[config.mk]
export PLATFORM = sky130hd
export DESIGN_NAME = iob_ser_out
export DESIGN_NICKNAME = d
export VERILOG_FILES = /design/src/rtl/iob_pkg.sv /design/src/rtl/iob_ser_out_ser_tx_shift.sv /design/src/rtl/iob_ser_out.sv
export SDC_FILE = /design/constraint.sdc
export NUM_CORES = 1
export LEC_CHECK = 0
export CORE_AREA = 2 2 87 89
export DETAILED_ROUTE_END_ITERATION = 12
export DIE_AREA = 0 0 89 91
export PLACE_DENSITY = 0.71
export SYNTH_ARGS = -nofsm -noshare
export SYNTH_HDL_FRONTEND = slang
export SYNTH_SLANG_ARGS = --single-unit
[constraint.sdc]
create_clock -name clk -period 2.6 [get_ports clk]
set_input_delay 0.78 -clock clk [delete_from_list [all_inputs] [get_ports clk]]
set_output_delay 0.78 -clock clk [all_outputs]
set_load 0.03 [all_outputs]
[src/rtl/iob_pkg.sv]
// Shared constants and types for the PDP-6 I/O-bus character output slave.
package iob_pkg;

    localparam logic [6:0] DEV_TTY_OUT = 7'o12;
    localparam logic [6:0] DEV_PTP     = 7'o10;

    // Bus bit numbering is PDP-6 style: bit 0 is the MSB, bit 35 the LSB.
    localparam int IOB_ST_BUSY    = 30;
    localparam int IOB_ST_DONE    = 31;
    localparam int IOB_ST_PIA_LSB = 33;
    localparam int IOB_DATA_MSB   = 28;
    localparam int IOB_DATA_LSB   = 35;

    typedef enum logic [1:0] {
        TX_IDLE,
        TX_START,
        TX_DATA,
        TX_STOP
    } tx_state_e;

    function automatic logic [1:7] pi_decode(input logic [2:0] level);
        logic [1:7] v;
        v = '0;
        if (level != 3'd0) v[level] = 1'b1;
        return v;
    endfunction

endpackage

[src/rtl/iob_ser_out_ser_tx_shift.sv]
// Async serial transmitter: start bit, 8 data bits LSB first, STOPBITS stop bits.
module ser_tx_shift
    import iob_pkg::*;
#(
    parameter int unsigned CLKDIV   = 16,
    parameter int unsigned STOPBITS = 2
) (
    input  logic       clk,
    input  logic       reset,
    input  logic       clr,
    input  logic       load,
    input  logic [7:0] char_in,
    output logic       busy,
    output logic       fin,
    output logic       ser_out
);

    tx_state_e   state, state_n;
    logic [15:0] div_cnt, div_n;
    logic [2:0]  bit_cnt, bit_n;
    logic [7:0]  shreg, shreg_n;
    logic        tick;

    assign tick = (div_cnt == 16'(CLKDIV - 1));

    always_ff @(posedge clk or negedge reset) begin
        if (!reset) begin
            state   <= TX_IDLE;
            div_cnt <= '0;
            bit_cnt <= '0;
            shreg   <= '0;
        end else begin
            state   <= state_n;
            div_cnt <= div_n;
            bit_cnt <= bit_n;
            shreg   <= shreg_n;
        end
    end

    always_comb begin
        state_n = state;
        div_n   = div_cnt;
        bit_n   = bit_cnt;
        shreg_n = shreg;
        fin     = 1'b0;
        if (clr) begin
            state_n = TX_IDLE;
            div_n   = '0;
            bit_n   = '0;
        end else begin
            // fin reflects the end of the current frame even when a load restarts it
            case (state)
                TX_IDLE: ;
                TX_START: begin
                    if (tick) begin
                        div_n   = '0;
                        bit_n   = '0;
                        state_n = TX_DATA;
                    end else div_n = div_cnt + 16'd1;
                end
                TX_DATA: begin
                    if (tick) begin
                        div_n   = '0;
                        shreg_n = shreg >> 1;
                        if (bit_cnt == 3'd7) begin
                            bit_n   = '0;
                            state_n = TX_STOP;
                        end else bit_n = bit_cnt + 3'd1;
                    end else div_n = div_cnt + 16'd1;
                end
                TX_STOP: begin
                    if (tick) begin
                        div_n = '0;
                        if (bit_cnt == 3'(STOPBITS - 1)) begin
                            state_n = TX_IDLE;
                            fin     = 1'b1;
                        end else bit_n = bit_cnt + 3'd1;
                    end else div_n = div_cnt + 16'd1;
                end
                default: state_n = TX_IDLE;
            endcase
            if (load) begin
                state_n = TX_START;
                div_n   = '0;
                bit_n   = '0;
                shreg_n = char_in;
            end
        end
    end

    assign busy = (state != TX_IDLE);

    always_comb begin
        case (state)
            TX_START: ser_out = 1'b0;
            TX_DATA:  ser_out = shreg[0];
            default:  ser_out = 1'b1;
        endcase
    end

endmodule

[src/rtl/iob_ser_out.sv]
// PDP-6 I/O-bus character-serial output slave (DATAO/CONO/CONI/DATAI, PI request).
// Define SER_OUT_DBUF_EN to add a holding register behind the shifter.
module iob_ser_out
    import iob_pkg::*;
#(
    parameter logic [6:0]  DEV      = DEV_TTY_OUT,
    parameter int unsigned CLKDIV   = 16,
    parameter int unsigned STOPBITS = 2
) (
    input  logic        clk,
    input  logic        reset,
    input  logic        iob_poweron,
    input  logic        iob_reset,
    input  logic        datao_clear,
    input  logic        datao_set,
    input  logic        cono_clear,
    input  logic        cono_set,
    input  logic        iob_fm_datai,
    input  logic        iob_fm_status,
    input  logic        rdi_pulse,
    input  logic [3:9]  ios,
    input  logic [0:35] iob_write,
    output logic [1:7]  pi_req,
    output logic [0:35] iob_read,
    output logic        dr_split,
    output logic        rdi_data,
    output logic        ser_out
);

    logic       sel, bus_clr, wr;
    logic [0:7] char_buf, wr_char;
    logic [2:0] pia;
    logic       done, done_n, busy;
    logic       tx_busy, tx_fin, tx_load;
    logic [7:0] tx_char;
    logic       unused;

    assign sel      = (ios == DEV);
    assign bus_clr  = iob_reset | ~iob_poweron;
    assign wr       = sel & datao_set;
    assign wr_char  = ((sel & datao_clear) ? '0 : char_buf) | iob_write[IOB_DATA_MSB:IOB_DATA_LSB];
    assign dr_split = 1'b0;
    assign rdi_data = 1'b0;
    assign unused   = ^{rdi_pulse, iob_write[0:27]};

`ifdef SER_OUT_DBUF_EN
    logic [7:0] hold_char, hold_char_n;
    logic       hold_full, hold_full_n;

    assign busy = tx_busy | hold_full;

    always_ff @(posedge clk or negedge reset) begin
        if (!reset) begin
            hold_char <= '0;
            hold_full <= 1'b0;
        end else if (bus_clr) begin
            hold_char <= '0;
            hold_full <= 1'b0;
        end else begin
            hold_char <= hold_char_n;
            hold_full <= hold_full_n;
        end
    end
`else
    assign busy = tx_busy;
`endif

    always_comb begin
        tx_load = 1'b0;
        tx_char = wr_char;
        done_n  = done;
        if (tx_fin) done_n = 1'b1;
`ifdef SER_OUT_DBUF_EN
        hold_char_n = hold_char;
        hold_full_n = hold_full;
        if (tx_fin && hold_full) begin
            tx_load     = 1'b1;
            tx_char     = hold_char;
            hold_full_n = 1'b0;
        end
        // A write only bypasses the holding register when the shifter is free this cycle
        if (wr) begin
            if (tx_busy && !(tx_fin && !hold_full)) begin
                hold_char_n = wr_char;
                hold_full_n = 1'b1;
                done_n      = 1'b0;
            end else begin
                tx_load = 1'b1;
                tx_char = wr_char;
                done_n  = 1'b1;
            end
        end
`else
        if (wr) begin
            tx_load = 1'b1;
            done_n  = 1'b0;
        end
`endif
        if (sel && cono_clear) done_n = 1'b0;
        if (sel && cono_set && iob_write[IOB_ST_DONE]) done_n = 1'b1;
    end

    always_ff @(posedge clk or negedge reset) begin
        if (!reset) begin
            char_buf <= '0;
            pia      <= '0;
            done     <= 1'b0;
            pi_req   <= '0;
        end else if (bus_clr) begin
            char_buf <= '0;
            pia      <= '0;
            done     <= 1'b0;
            pi_req   <= '0;
        end else begin
            if (wr) char_buf <= wr_char;
            else if (sel && datao_clear) char_buf <= '0;
            pia <= ((sel && cono_clear) ? 3'd0 : pia)
                 | ((sel && cono_set) ? iob_write[IOB_ST_PIA_LSB:IOB_DATA_LSB] : 3'd0);
            done   <= done_n;
            pi_req <= done ? pi_decode(pia) : '0;
        end
    end

    ser_tx_shift #(
        .CLKDIV  (CLKDIV),
        .STOPBITS(STOPBITS)
    ) u_tx (
        .clk    (clk),
        .reset  (reset),
        .clr    (bus_clr),
        .load   (tx_load),
        .char_in(tx_char),
        .busy   (tx_busy),
        .fin    (tx_fin),
        .ser_out(ser_out)
    );

    always_comb begin
        iob_read = '0;
        if (sel && iob_fm_status) begin
            iob_read[IOB_ST_BUSY]                  = busy;
            iob_read[IOB_ST_DONE]                  = done;
            iob_read[IOB_ST_PIA_LSB:IOB_DATA_LSB]  = pia;
        end
        if (sel && iob_fm_datai)
            iob_read[IOB_DATA_MSB:IOB_DATA_LSB] = iob_read[IOB_DATA_MSB:IOB_DATA_LSB] | char_buf;
    end

endmodule
# [Word-level counts from Yosys, hierarchy flattened]
# Cells that the tools add are included.
[totals] wordCells=102 ff_bits=48
[op_classes] n_reduce_logical=19 n_addsub=2 mux=49 order_cmp=2 n_eq_ne=13 bitwise_logic=9
[op_table] operator="$mux 16" n=4
[op_table] operator="$mux 8" n=8
[op_table] operator="$mux 3" n=11
[op_table] operator="$mux 7" n=3
[op_table] operator="$ne 4x3->1 const B" n=5
[op_table] operator="$add 16x1->16 const B" n=1
[op_table] operator="$eq 16x4->1 const B" n=1
[op_table] operator="$mux 2" n=8
[op_table] operator="$mux 1" n=11
[op_table] operator="$reduce_bool 5->1" n=2
[op_table] operator="$pmux 3 s3" n=1
[op_table] operator="$reduce_bool 3->1" n=3
[op_table] operator="$or 6x8->8" n=1
[op_table] operator="$or 8x8->8" n=1
[op_table] operator="$eq 7x4->1 const B" n=1
[op_table] operator="$logic_and 1x1->1" n=7
[op_table] operator="$pmux 2 s3" n=1
[op_table] operator="$reduce_and 6->1" n=1
[op_table] operator="$reduce_bool 2->1" n=3
[op_table] operator="$reduce_and 5->1" n=1
[op_table] operator="$eq 2x2->1 const B" n=2
[op_table] operator="$ge 4x4->1 const B" n=1
[op_table] operator="$lt 4x1->1 const B" n=1
[op_table] operator="$ne 4x4->1 const B" n=1
[op_table] operator="13 further kinds" n=15

# [Logic depth before layout (Yosys ltp)]
# Gate-level depths: netlist of run 1.
[logic_depth] ltp_word=10 ltp_mapped=7

# [By module]
# Synthesis of run 1 repeated with hierarchy kept, for this count alone.
[unflattened] hier_cells=338 area_unflattened_um2=3114.2
[by_module_without_submodules] module="ser_tx_shift" area_each_um2=1898.1 cells_each=203 n_inst=1
[by_module_without_submodules] module="iob_ser_out" area_each_um2=1216.2 cells_each=135 n_inst=1

# [Worst setup path after synthesis of run 1]
# OpenSTA, ideal clock, no wires.
[synth_path] path_type="input -> output" start="in ios[9] (netlist bit)" end="out iob_read[30] (netlist bit)" arrival_ps=2002 stages=4 required_time_ps=1820 path_slack_ps=-182 cell_sequence="nand4bb_1 or4_1 clkbuf_1 nor2_1"
[synth_between] elab_chain_len=5 elab_cells_between_ends=6 classes_between="eq/ne: 1; mux: 2; bitwise: 1; reduce/logical: 2"
[synth_rtl] item="start, declared" line_no="iob_ser_out.sv:21" rtl="input logic [3:9] ios,"
[synth_rtl] item="$eq 7x4->1 *" line_no="iob_ser_out.sv:38" rtl="assign sel = (ios == DEV);"
[synth_rtl] item="$logic_and 1x1->1" line_no="iob_ser_out.sv:140" rtl="if (sel && iob_fm_status) begin"
[synth_rtl] item="$mux 2" line_no="iob_ser_out.sv:140"
[synth_rtl] item="$or 6x8->8" line_no="iob_ser_out.sv:146" rtl="iob_read[IOB_DATA_MSB:IOB_DATA_LSB] = iob_read[IOB_DATA_MSB:IOB_DATA_LSB] | char_buf;"
[synth_rtl] item="$mux 8 *" line_no="iob_ser_out.sv:145" rtl="if (sel && iob_fm_datai)"
[synth_rtl] item="end, declared" line_no="iob_ser_out.sv:24" rtl="output logic [0:35] iob_read,"
# Every way passes the cells marked *; elsewhere a longest branch is shown, timed or not.

# [Worst setup path after layout of run 1]
[layout_path] start="in ios[7] (netlist bit)" end="out iob_read[30] (netlist bit)"
# The elaborated chain is that of the path after synthesis.

==> results of run 1 <==
## power by group through the flow
stage	logic (mW)	registers [mW]	clock network, mW
global placement	0.162	0.770	0
detailed placement	0.164	0.770	0
finish	0.166	0.755	0.461
global route	0.180	0.756	0.503
CTS	0.163	0.755	0.474
floorplan	0.118	0.769	0
## state kept, by name (all words and copies together), names as in the netlist
register and cells:
char_buf 8, done 1, pi_req 7, pia 3
u_tx.bit_cnt 3, u_tx.div_cnt 16, u_tx.shreg 8, u_tx.state 2
## critical path: stages
cell and delay [ns]:
buf_6 0.09, nand4bb_4 0.21, or4_4 0.60, nor2_4 0.15
buf_6 0.13
## placed cells by master, fill, tap and decap left out, drive strengths merged, types with 4 or more instances in the layout
master         Yosys  final
conb               1     30
dfrtp             48     48
nor2              38     38
clkdlybuf4s50      0     22
or3                4      4
nand2             28     28
o21ai             14     14
a31oi              8      8
and3               7      7
inv                4      4
a2bb2oi            7      7
buf               39     34
nand3              9      9
mux2i              5      5
nor4               5      5
a21oi             22     22
ha                 4      4
a22oi             13     13
nor3               6      6
clkbuf             5      6
nand2b             4      4
## through the flow
step	hold slack [ns]	TNS (ns)
after floorplan	0.4767	0
after global placement	0.5019	-3.394
after detailed placement	0.5160	-3.724
after CTS	0.4407	-1.427
after global routing	0.4532	-1.313
final	0.4228	-1.022
## timing repair
item	in CTS	in global routing
setup buffers	1	2
resized for setup	27	8
cloned	0	0
endpoints found under the hold margin	0	0
hold buffers	0	0
pin swaps	5	7
setup endpoints to repair	8	9
## layer usage
layer | wire length, um | vias up
met3 | 243 | 2
met4 | 40 | 0
met5 | 0 | -
met2 | 3113 | 59
met1 | 2734 | 1129
li1 | - | 1134
## cells by family (layout without fill, tap and decap cells)
group,after synthesis,after routing,share of synthesized area
other,1,30,0.001345
buffers and inverters,48,72,0.1144
adders and majority gates,4,4,0.01795
AOI/OAI and AO/OA,73,73,0.1673
xor gates and xnor gates,2,2,0.006282
DFF,48,48,0.4307
muxes,6,6,0.02198
and+or+nand+nor,121,121,0.2400
## area by class of cell
class                   count  area (um2)  share of cell area
well taps                  99       123.9             0.03587
inverters                   4       15.01            0.004348
flip-flops and latches     48        1201              0.3478
clock buffers               6       82.58             0.02391
clock inverters             1       8.758            0.002536
repair buffers             61       581.8              0.1685
multi-input cells         236        1440              0.4170
## worst max-delay path by stage
| stage | to | slack (ns) | startpoint | cells after the start |
|---|---|---|---|---|
| after floorplan | iob_read[30] | 0.003 | ios[9] | 4 |
| after global placement | iob_read[30] | -0.47 | ios[9] | 6 |
| after detailed placement | iob_read[31] | -0.48 | ios[9] | 6 |
| after CTS | iob_read[31] | -0.24 | ios[7] | 6 |
| after global routing | iob_read[30] | -0.19 | ios[7] | 5 |
| final | iob_read[30] | -0.15 | ios[7] | 5 |
==> out/qor.yml, run 1 <==
worst_setup_path:
  timing.rr.end: "u_tx.div_cnt[3]"
  r2r_setup_slack_ns: 0.56
  worstSetupStartpointType: "input pin"
  worstPathMaxFanout: 6
  crit_type: "in -> out"
  reg2reg_from: "u_tx.div_cnt[0]"
  cp-end-kind: "primary output"
  r2r_cells: 6
  cp_data_arrival_time_ns: 1.97
  worstPathRequired_ns: 1.82
route:
  routed_wl_mm: 6.132
  drc_errors: 0
  vias: 2324
  via_per_inst: 5.108
  ant_nets: 0
  firstDrtPassIters: 4
  drtIter0Drc: 143
  routedWlPerCell_um: 13.48
power:
  power_frac_seq: 0.547
  powerDensity_nw_per_um2: 400.0
  p_clk_frac: 0.334
  p_sw_frac: 0.2627
  leakage_nw: 1.440
  power.switching_uw: 362.9
  p_comb_frac: 0.120
  internal-power_mw: 1.019
  ir_drop_uv: 257.3
  p_total_mw: 1.381
timing:
  skew_ns: 0.008331
  final-hold-violation-count: 0
  finalMaxSlewViolations: 0
  rsz0062_at_grt: "yes"
  period_minus_slack_ns: 2.753
  fin_crit_sh: 1.059
  finalWorstSetupSlack_ns: -0.1533
  setup_viol: 8
  fmax_ghz: 0.3632
synth:
  ys_seq_area_frac: 0.4307
  synth.area.top_cells: "dfrtp_1 (43%), buf_4 (8.3%), nor2_1 (4.8%), a21oi_1 (3.9%), nand2_1 (3.8%)"
  ys.flop_type: "dfrtp_1"
  synth_seq_cells: 48
  syn_inst: 303
  synth_top_cell_area_share: 0.4307
  synth_cell_types: 51
  ys_warn_count: 0
  netlist_top_cells_count: "dfrtp_1 (48), nor2_1 (36), buf_4 (31)"
  yosysMostFrequentCell: "dfrtp_1"
  avgSynthCellArea_um2: 9.204
  syn_area_um2: 2789
  synth_edf_count: 0
  async_flop_share: 1.000
  synth_top_area_cell: "dfrtp_1"
status:
  outcome: "complete, but fails checks"
  violations: "negative setup slack"
final_layout:
  drive_gt1_frac: 0.1685
  final_cells: 455
  stdcell_area_um2: 3453
  final_util: 0.4839
  nNetsFinal: 414
  fillers: 664
  syn_to_final_growth_pct: 23.82
  diodes: 0
clock_network:
  cts_htree_levels: 2
  clk_pin_slew_worst_paths_ns: 0.09
  cts_tree: "built"
  clockBufferDepth: 2
  numCtsBuffers: 5
  cts.sinks: 48
  clk_latency_ns: 0.30
  cts_root_buf: "clkbuf_8"
floorplan:
  num_io_pins: 100
  start_util: 0.3908
  fp-row-count: 31
  core_area_um2: 7137
  die_x_um: 89
  die_height_um: 91
  die_area_um2: 8099
global_route:
  grt.busiest_layer: "met2"
  grt_pass1_vias: 2192
  overflow: 0
  track_usage: 0.1612
  grt_pass1_wl_mm: 10.38
  grt_max_degree: 30
  met1_usage: 0.2197
  antenna_found_initial: 0
  grt_use_met3: 0.03091
  met2_usage: 0.2593
job:
  max-cap-violations: 0
placement:
  postPlaceCellArea_um2: 3293
  place_inst: 447
  post-place-ws_ns: -0.4818
  gp_congestion: 0.7939
  dp_hpwl_mm: 4.523
  portBuffers: 40
hold_path:
  hold_class: "in -> async"
No activity file was read; power rests on OpenSTA's default activity.
==> run 2, diff against run 1 <==
--- a/config.mk
+++ b/config.mk
@@ -6,6 +6,7 @@
 export NUM_CORES = 1
 export LEC_CHECK = 0
 export CORE_AREA = 2 2 87 89
+export CTS_BUF_LIST = sky130_fd_sc_hd__clkbuf_16
 export DETAILED_ROUTE_END_ITERATION = 12
 export DIE_AREA = 0 0 89 91
 export PLACE_DENSITY = 0.71
==> run 2 against run 1 <==
Compared with the run above: the run still ends with negative setup slack left; final area rose by 1.3%; clock power rose by 33%; fmax barely moved; critical path depth did not move; clock skew fell by 0.0022 ns; core utilization rose by 0.61 points; setup slack barely moved; total power rose by 11%; non-clock buffer count did not move; largest cell class unchanged; highest routed layer unchanged.
==> out/qor.yml, run 2 (synthesis results as in run 1) <==
clock_network:
  cts_root_buf: "clkbuf_16"
  clk_latency_ns: 0.28
  hold_buffers: 0
  clockBufferDepth: 2
  cts_htree_levels: 2
  clk_pin_slew_worst_paths_ns: 0.06
  cts.sinks: 48
  cts_tree: "built"
  numCtsBuffers: 5
route:
  routedWlPerCell_um: 13.48
  via_per_inst: 5.044
  ant_nets: 0
  firstDrtPassIters: 4
  drc_errors: 0
  vias: 2295
  drtIter0Drc: 113
  routed_wl_mm: 6.134
timing:
  fmax_ghz: 0.3632
  final-hold-violation-count: 0
  fin_crit_sh: 1.059
  fin_setup_tns_ns: -1.018
  skew_ns: 0.006154
  period_minus_slack_ns: 2.753
  setup_viol: 8
  finalWorstSetupSlack_ns: -0.1530
  finalMaxSlewViolations: 0
  rsz0062_at_grt: "yes"
final_layout:
  regArea_um2: 1201
  nNetsFinal: 414
  final_cells: 455
  largest_register: "u_tx.div_cnt"
  largest_reg_flops: 16
  final_cell_mix: "dfrtp_1 (48), nor2_1 (31), conb_1 (30)"
  diodes: 0
  fillers: 659
  syn_to_final_growth_pct: 25.39
  reg_top3: "u_tx.div_cnt (16), char_buf (8), u_tx.shreg (8)"
  layout_commonest_cell: "dfrtp_1"
  multi_input_area_um2: 1440
  drive_gt1_frac: 0.1657
placement:
  place_inst: 447
  gp_congestion: 0.7939
  dp_hpwl_mm: 4.523
  post-place-ws_ns: -0.4818
  portBuffers: 40
power:
  powerDensity_nw_per_um2: 439.1
  ir_drop_uv: 331.8
  leakage_nw: 1.461
  p_total_mw: 1.536
floorplan:
  start_util: 0.3908
  die_x_um: 89
  die_area_um2: 8099
  core_area_um2: 7137
  num_io_pins: 100
  die_height_um: 91
  fp-row-count: 31
status:
  outcome: "complete, but fails checks"
  violations: "negative setup slack"
global_route:
  grt_max_degree: 30
  antenna_found_initial: 0
  grt_pass1_wl_mm: 10.32
  grt_pass1_vias: 2179
  track_usage: 0.1595
  overflow: 0
worst_setup_path:
  r2r_setup_slack_ns: 0.56
  crit_type: "in -> out"
  cp_data_arrival_time_ns: 1.97
  worstPathRequired_ns: 1.82
  worstSetupStartpointType: "input pin"
  worstPathMaxFanout: 6
  cp-end-kind: "primary output"
job:
  max-cap-violations: 0
hold_path:
  hold_class: "in -> async"
-- run 2: area by class of cell --
cell class,instances,area share
flip-flops and latches,48,0.3435
multi-input cells,236,0.4118
clock buffers,5,0.03578
inverters,4,0.004293
well taps,99,0.03542
clock inverters,2,0.003578
repair buffers,61,0.1657
-- run 2: metrics by stage --
step | util | instance area [um2] | hold slack (ns)
2_1_floorplan | - | 2939 | 0.4767
3_3_place_gp | 0.4614 | 3293 | 0.5019
3_5_place_dp | 0.4614 | 3293 | 0.5160
4_1_cts | 0.4851 | 3462 | 0.4678
5_1_grt | 0.4900 | 3497 | 0.4832
6_report | 0.4900 | 3497 | 0.4512
-- run 2: path summary, 6_finish.rpt --
check,depth (start not counted),start,endpoint
max reg2reg,6,u_tx.div_cnt[0],u_tx.div_cnt[3]
min,1,reset,u_tx.div_cnt[2]
max in group asynchronous,2,reset,pi_req[2]
min in group clk,1,u_tx.shreg[6],u_tx.shreg[6]
min reg2reg,1,u_tx.shreg[6],u_tx.shreg[6]
max,5,ios[7],iob_read[30]
-- run 2: where the power goes --
| part | internal, mW | switching (mW) | total [mW] |
|---|---|---|---|
| combinational | 0.0544 | 0.112 | 0.166 |
| clock | 0.349 | 0.264 | 0.614 |
| sequential | 0.753 | 0.00322 | 0.756 |
| total | 1.16 | 0.379 | 1.54 |
-- run 2: metal layers --
metal  GRT usage  routed length [um]  part of all wire  vias to the layer above
met5           0                   0                 0                        -
met4     0.04975                  82             0.013                        0
met3     0.03091                 202             0.033                        8
met2      0.2537                3046              0.50                       47
met1      0.2180                2802              0.46                     1106
li1            -                   -                 -                     1134
-- run 2: what timing repair did --
action,in CTS,in global routing
resized for setup,27,7
endpoints found under the hold margin,0,0
pin swaps,5,7
endpoints found under the setup margin,8,8
setup buffers,1,2
-- run 2: worst max-delay path, cell delays in order --
cell and delay (ns):
buf_6 0.09, nand4bb_4 0.21, or4_4 0.60, nor2_4 0.15
buf_6 0.13
==> run 3, diff against run 2 <==
--- a/config.mk
+++ b/config.mk
@@ -7,9 +7,11 @@
 export LEC_CHECK = 0
 export CORE_AREA = 2 2 87 89
 export CTS_BUF_LIST = sky130_fd_sc_hd__clkbuf_16
+export CTS_CLUSTER_SIZE = 28
 export DETAILED_ROUTE_END_ITERATION = 12
 export DIE_AREA = 0 0 89 91
 export PLACE_DENSITY = 0.71
+export REMOVE_ABC_BUFFERS = 1
 export SYNTH_ARGS = -nofsm -noshare
 export SYNTH_HDL_FRONTEND = slang
 export SYNTH_SLANG_ARGS = --single-unit
==> run 3 against run 2 <==
Compared with the run above: the flow still finishes with violations (negative setup slack); core utilization shrank 0.63 points; non-clock buffer count shrank 3; hold slack gained 0.044 ns; setup slack gained 0.057 ns; final area shrank 1.3%; critical path depth shrank 1; via count grew 3.0%; global-route usage shrank 0.15 points; sequential cell count is the same; register-to-register slack is essentially flat; wire length grew 1.1%; highest routed layer unchanged.
==> out/qor.yml, run 3 (synthesis results as in run 1) <==
placement:
  portBuffers: 40
  gp_congestion: 0.8653
  dp_hpwl_mm: 4.601
  post-place-ws_ns: -0.4469
  postPlaceCellArea_um2: 3228
power:
  leakage_nw: 1.428
  p_comb_frac: 0.105
  powerDensity_nw_per_um2: 446.8
  ir_drop_uv: 260.9
  p_sw_frac: 0.2489
  power_frac_seq: 0.490
  power.switching_uw: 384.0
  internal-power_mw: 1.158
  p_clk_frac: 0.405
floorplan:
  fp-row-count: 31
  num_io_pins: 100
  die_height_um: 91
  core_area_um2: 7137
  die_area_um2: 8099
  die_x_um: 89
  start_util: 0.3908
final_layout:
  fillers: 678
  drive_gt1_frac: 0.1582
  nNetsFinal: 411
  final_cell_mix: "dfrtp_1 (48), nor2_1 (31), conb_1 (30)"
  syn_to_final_growth_pct: 23.78
  largest_reg_flops: 16
  layout_commonest_cell: "dfrtp_1"
  reg_top3: "u_tx.div_cnt (16), char_buf (8), u_tx.shreg (8)"
  diodes: 0
  largest_register: "u_tx.div_cnt"
  stdcell_area_um2: 3452
worst_setup_path:
  critPathMaxStageDelay_ns: 0.59
  worstPathRequired_ns: 1.82
  worstPathMaxFanout: 6
  crit_chain: "dlygate4sd2_1, or4_4, nor2_4, buf_6"
  crit_slowest_cell: "or4_4"
  cp_data_arrival_time_ns: 1.92
  cp-end-kind: "primary output"
  crit_type: "in -> out"
  worstSetupStartpointType: "input pin"
clock_network:
  clk_latency_ns: 0.28
  cts_tree: "built"
  cts.sinks: 48
  cts_setup_buffers: 0
  clockBufferDepth: 2
  numCtsBuffers: 5
  cts_htree_levels: 2
  cts_root_buf: "clkbuf_16"
  clk_pin_slew_worst_paths_ns: 0.07
route:
  routed_wl_mm: 6.201
  ant_nets: 0
  drtIter0Drc: 163
  via_per_inst: 5.219
  vias: 2364
  firstDrtPassIters: 5
  drc_errors: 0
  routedWlPerCell_um: 13.69
timing:
  setup_viol: 8
  fin_crit_sh: 1.037
  rsz0062_at_grt: "yes"
  period_minus_slack_ns: 2.696
  finalMaxSlewViolations: 0
  final-hold-violation-count: 0
  fin_setup_tns_ns: -0.3781
  skew_ns: 0.006494
  relSlewSlack: 0.6109
  fmax_ghz: 0.3710
  finalWorstSetupSlack_ns: -0.09561
  worstMarginPinSlew_ns: 0.5836
global_route:
  track_usage: 0.1581
  overflow: 0
  grt_pass1_wl_mm: 10.29
  grt_max_degree: 26
  antenna_found_initial: 0
  grt_pass1_vias: 2150
status:
  outcome: "complete, but fails checks"
  violations: "negative setup slack"
hold_path:
  hold_class: "in -> async"
job:
  max-cap-violations: 0
[run 3: cell types whose count changed in the layout (fill, tap and decap cells not counted), sizes merged]
cell,delta
inv,+1
buf,-3
clkdlybuf4s15,+1
dlymetal6s2s,-1
[run 3: area by class of cell]
cell class	count	area, um2	share of cell area
multi-input combinational	236	1435	0.4157
timing repair buffer	58	534.3	0.1548
tap	99	123.9	0.03588
sequential	48	1201	0.3480
inverter	4	15.01	0.004349
clock buffer	5	125.1	0.03625
clock inverter	3	17.52	0.005074
[run 3: metrics by stage]
step / utilization / instances / hold WS [ns] / power (mW)
floorplan: - / 288 / 0.4767 / 0.8489
finish: 0.4837 / 453 / 0.4954 / 1.542
global route: 0.4837 / 453 / 0.5293 / 1.597
detailed placement: 0.4523 / 445 / 0.5183 / 0.9306
global placement: 0.4523 / 445 / 0.4951 / 0.9292
CTS: 0.4777 / 453 / 0.5089 / 1.550
[run 3: worst max-delay path, delay by kind of cell]
kind	cells	cell delay, ns
buffers and inverters	2	0.39
AND/OR/NAND/NOR	2	0.75
[run 3: worst paths after layout]
| check | slack [ns] | endpoint | depth (start not counted) | start |
|---|---|---|---|---|
| min in group clk | 0.53 | u_tx.shreg[7] | 2 | u_tx.shreg[7] |
| min reg2reg | 0.53 | u_tx.shreg[7] | 2 | u_tx.shreg[7] |
| max in group asynchronous | 1.50 | u_tx.bit_cnt[0] | 2 | reset |
| max reg2reg | 0.56 | u_tx.div_cnt[3] | 6 | u_tx.div_cnt[0] |
| min | 0.50 | u_tx.state[1] | 1 | reset |
| max | -0.1 | iob_read[30] | 4 | ios[3] |
[run 3: power groups by stage]
stage / combinational (mW) / clock, mW / sequential (mW)
final: 0.162 / 0.625 / 0.756
after global routing: 0.175 / 0.667 / 0.756
after CTS: 0.159 / 0.635 / 0.756
after detailed placement: 0.161 / 0 / 0.770
after global placement: 0.160 / 0 / 0.770
after floorplan: 0.0797 / 0 / 0.769
[run 3: what timing repair did]
action	in CTS	in global routing
endpoints found under the setup margin	8	9
gates resized for setup	35	9
hold buffers	0	0
pin swaps	6	7
[run 3: layer usage]
layer / wire length, um / vias up / global-route usage
met1: 2779 / 1131 / 0.2221
met4: 106 / 0 / 0.05224
met5: 0 / - / 0
li1: - / 1137 / -
met2: 2989 / 87 / 0.2450
met3: 325 / 9 / 0.02818
